## config.mk

```make
export PLATFORM = sky130hd
export DESIGN_NAME = fetch_sequencer
export DESIGN_NICKNAME = d
export VERILOG_FILES = /design/src/rtl/fetch_sequencer.sv
export SDC_FILE = /design/constraint.sdc
export NUM_CORES = 1
export LEC_CHECK = 0
export ABC_AREA = 1
export CORE_MARGIN = 2
export CORE_UTILIZATION = 24
export DETAILED_ROUTE_END_ITERATION = 12
export PLACE_DENSITY = 0.5
export SYNTH_ARGS = -nofsm -noshare
export SYNTH_HDL_FRONTEND = slang
export SYNTH_SLANG_ARGS = --single-unit
```

## constraint.sdc

```tcl
create_clock -name clk -period 1.35 [get_ports clk]
set_clock_uncertainty 0.2 [all_clocks]
set_input_delay 0.3375 -clock clk [delete_from_list [all_inputs] [get_ports clk]]
set_output_delay 0.3375 -clock clk [all_outputs]
set_load 0.05 [all_outputs]
```

## src/rtl/fetch_sequencer.sv

```systemverilog
// Instruction fetch sequencer: steps the PC, reads program memory and
// hands each fetched word to the decoder, with branch redirects.
module fetch_sequencer #(
   parameter int AW = 15,
   parameter int DW = 16,
   parameter int CW = 16
) (
   input  logic          clk,
   input  logic          rst_n,
   input  logic          run,
   input  logic [AW-1:0] pc_out,
   output logic [AW-1:0] pc_in,
   output logic          pc_re,
   output logic          pc_we,
   output logic          pc_inc,
   output logic [AW-1:0] mem_addr,
   output logic          mem_rd,
   input  logic          mem_ready,
   input  logic [DW-1:0] mem_data,
   output logic [DW-1:0] instr,
   output logic          instr_valid,
   input  logic          instr_ready,
   input  logic          branch_req,
   input  logic [AW-1:0] branch_target,
   output logic [CW-1:0] fetch_count
);

   typedef enum logic [2:0] {
      IDLE,
      ADDR,
      REQ,
      VALID,
      INC,
      LOAD
   } state_t;

   state_t state;
   state_t nxt;
   logic   take_branch;

   // A redirect wins over everything except an in-progress load.
   assign take_branch = branch_req && (state != LOAD);

   always_comb begin
      nxt = state;
      if (take_branch) begin
         nxt = LOAD;
      end else begin
         unique case (state)
            IDLE:    nxt = run ? ADDR : IDLE;
            ADDR:    nxt = REQ;
            REQ:     nxt = mem_ready ? VALID : REQ;
            VALID:   nxt = instr_ready ? INC : VALID;
            INC:     nxt = run ? ADDR : IDLE;
            LOAD:    nxt = ADDR;
            default: nxt = IDLE;
         endcase
      end
   end

   // Strobes are registered from the next state so they align with it.
   always_ff @(posedge clk) begin
      if (!rst_n) begin
         state       <= IDLE;
         pc_in       <= '0;
         pc_re       <= 1'b0;
         pc_we       <= 1'b0;
         pc_inc      <= 1'b0;
         mem_addr    <= '0;
         mem_rd      <= 1'b0;
         instr       <= '0;
         instr_valid <= 1'b0;
         fetch_count <= '0;
      end else begin
         state       <= nxt;
         pc_re       <= (nxt == LOAD);
         pc_we       <= (nxt == ADDR);
         pc_inc      <= (nxt == INC);
         mem_rd      <= (nxt == REQ);
         instr_valid <= (nxt == VALID);
         if (take_branch)
            pc_in <= branch_target;
         if (state == ADDR && !branch_req)
            mem_addr <= pc_out;
         if (state == REQ && mem_ready && !branch_req)
            instr <= mem_data;
         // Delivery counts even when a redirect arrives in the same cycle.
         if (state == VALID && instr_ready)
            fetch_count <= fetch_count + CW'(1);
      end
   end

endmodule

```

==> run_results.csv <==
group,metric,value,unit
synth,netlist_area,2770,sq um
synth,syn_nets,417,
floorplanning,core_area,11400,sq um
drt,ant_nets,0,
floorplanning,start_util,0.244,
finish,layout_common_cells,"buf_12 (70), buf_4 (63), nor2_1 (60), clkdlybuf4s50_1 (47), dfxtp_2 (43)",
timing,slew_headroom,0.703,
drt,drtIter0Drc,79,
global_routing,grt_max_degree,27,
synth,ys_types,28,
drt,vias_per_cell,4.37,
cts,clock_path_buffers,2,
drt,routed_wl,9100,microns
power_and_ir_drop,p_int,4.54,mW
finish,layout-drive-gt1-share,0.605,
timing,worst_pin_slew,0.446,ns
synth,seq_area_frac_synth,0.505,
global_routing,grtUsageTotal,0.138,
timing,post-route-period-util,1.12,
global_routing,antenna_found_initial,1,
finish,fillers,980,
global_routing,gr-max-usage-layer,"met2",
floorplanning,rows,39,
timing,worst_hold_slack,0.158,ns
placed_design,hpwl,6030,microns
power_and_ir_drop,p_comb_frac,0.205,
global_routing,grt_pass1_vias,3039,
synth,syn_inst,364,
synth,ys_warn_count,0,
outcome,status,"complete, but fails checks",
cts,cts_tree,"built",
cts,cts_made_buffers,9,
cts,h-tree-depth,3,
floorplanning,io_pins,119,
placed_design,port_buffers,118,
synth,synth_seq_cells,70,
global_routing,use_met2,0.233,
worst_setup_path,cp-end-kind,"flip-flop",
power_and_ir_drop,pwr-share-clk,0.432,
timing,hold_viol,0,
floorplanning,dieArea,12400,sq um
finish,fin_nets,618,
drt,wl_per_cell,12.7,microns
worst_setup_path,cp.arrival,1.52,ns
power_and_ir_drop,p_switching,1.62,mW
worst_setup_path,worstSetupPathType,"flip-flop to flip-flop",
worst_setup_path,crit_fanout,5,
timing,fin_ws,-0.156,ns
power_and_ir_drop,cellLeakagePower,2.66,nW
job,drv_cap,0,
cts,clock-sinks,70,
placed_design,place_congestion,0.857,
timing,timing.fmax,0.664,GHz
timing,setup_viol,103,
timing,slew_viol_final,0,
outcome,violations,"negative setup slack",
cts,worstSkewPairLatency,0.32,ns
drt,dr_total_vias,3121,
worst_setup_path,cp-start-kind,"flip-flop",
worst_hold_path,hp-class,"input pin to flip-flop",
cts,clk_pin_slew,0.06,ns
power_and_ir_drop,vdd_drop_max,0.000576,V
power_and_ir_drop,switching_share,0.263,
drt,first_pass_iters,4,
global_routing,met1_usage,0.164,
global_routing,met3_usage,0.0457,
finish,final_common_cell,"buf_12",
power_and_ir_drop,seq_power_share,0.362,
synth,syn_avg_cell_area,7.62,sq um
global_routing,grt_pass1_wl,14100,microns
global_routing,grt-ovfl-total,0,
cts,cts_root_buffer,"clkbuf_16",
worst_setup_path,cp.required,1.36,ns
drt,drc,0,
finish,area_growth,133,%
floorplanning,die_w,111,microns
timing,period_needed,1.51,ns
cts,ctsHoldBuffers,0,
power_and_ir_drop,power,6.15,mW
timing,rsz0062_at_grt,"true",
floorplanning,die_h,111,microns
power_and_ir_drop,cellPowerDensity,952,nW/um^2
-- through the flow --
stage	utilization	TNS [ns]	cell area (sq um)	setup slack [ns]	cells
2_1_floorplan	-	-2.51	2850	-0.134	364
3_3_place_gp	0.444	-28.18	5040	-0.503	643
3_5_place_dp	0.444	-29.59	5040	-0.524	643
4_1_cts	0.524	-7.06	5960	-0.141	687
5_1_grt	0.568	-12.20	6460	-0.236	714
6_report	0.568	-5.84	6460	-0.156	714
-- synthesized netlist by cell type, drive strengths merged --
cell type	count	area share
nor3b	1	0.0027
clkinv	1	0.0018
o21bai	1	0.0027
a21oi	26	0.047
nor2	88	0.13
or2	1	0.0023
ha	1	0.0045
nand3	10	0.018
and3	1	0.0023
buf	8	0.025
o21ai	50	0.092
inv	42	0.057
dfxtp	70	0.51
nand4	9	0.026
clkbuf	8	0.011
xnor2	2	0.0063
nand2	36	0.052
nor3	9	0.016
-- power groups by stage --
stage               clock, mW  sequential [mW]  combinational (mW)
floorplan                   0             2.50               0.199
global placement            0             2.26                1.03
detailed placement          0             2.27                1.04
CTS                      2.75             2.24                1.16
global route             2.84             2.24                1.34
finish                   2.66             2.23                1.26
-- critical path: stages, from the launching register on --
cell and delay, ns:
dfxtp_2 0.33, inv_2 0.07, buf_6 0.11, nand4_4 0.13, buf_4 0.18, buf_6 0.12, nor2_4 0.10, xnor2_1 0.11
nor2_1 0.05
-- final cells by class --
type / count / area [sq um] / share of cell area
timing repair buffer: 206 / 2670 / 0.413
inverter: 43 / 190 / 0.0294
tap: 143 / 179 / 0.0277
clock buffer: 10 / 250 / 0.0387
multi-input combinational: 235 / 1520 / 0.236
sequential: 70 / 1560 / 0.241
antenna: 1 / 2.50 / 0.000387
clock inverter: 6 / 91.3 / 0.0141
-- registers in the layout, indices dropped and copies added (netlist names) --
name / flops
fetch_count: 16
instr: 16
instr_valid: 1
mem_addr: 15
mem_rd: 1
pc_in: 15
pc_inc: 1
pc_re: 1
pc_we: 1
state: 3
-- layer usage --
metal	wire [microns]	vias up	part of all wire
li1	-	1571	-
met1	3760	1457	0.41
met2	4640	84	0.51
met3	601	9	0.066
met4	99	0	0.011
met5	0	-	0
-- timing repair --
action                     4_1_cts  5_1_grt
cloned                           3        1
resized for setup              159       82
setup endpoints to repair      135      134
setup buffers                   29       25
pin swaps                       28       35
-- worst paths after layout --
path	start	endpoint	slack (ns)	cells past startpoint
worst max-delay path	state[2]	fetch_count[6]	-0.16	8
worst min-delay path	rst_n	pc_inc	0.16	3
worst max register to register	state[2]	fetch_count[6]	-0.16	8
worst min register to register	instr[7]	instr[7]	0.26	2
-- logic make-up after synthesis --
family | synth area share
and+or+nand+nor | 0.248
AOI/OAI and AO/OA | 0.141
DFF | 0.505
buffers and inverters | 0.0948
xor gates and xnor gates | 0.00632
adders and majority gates | 0.00451
Power figures use the tool's default switching activity.
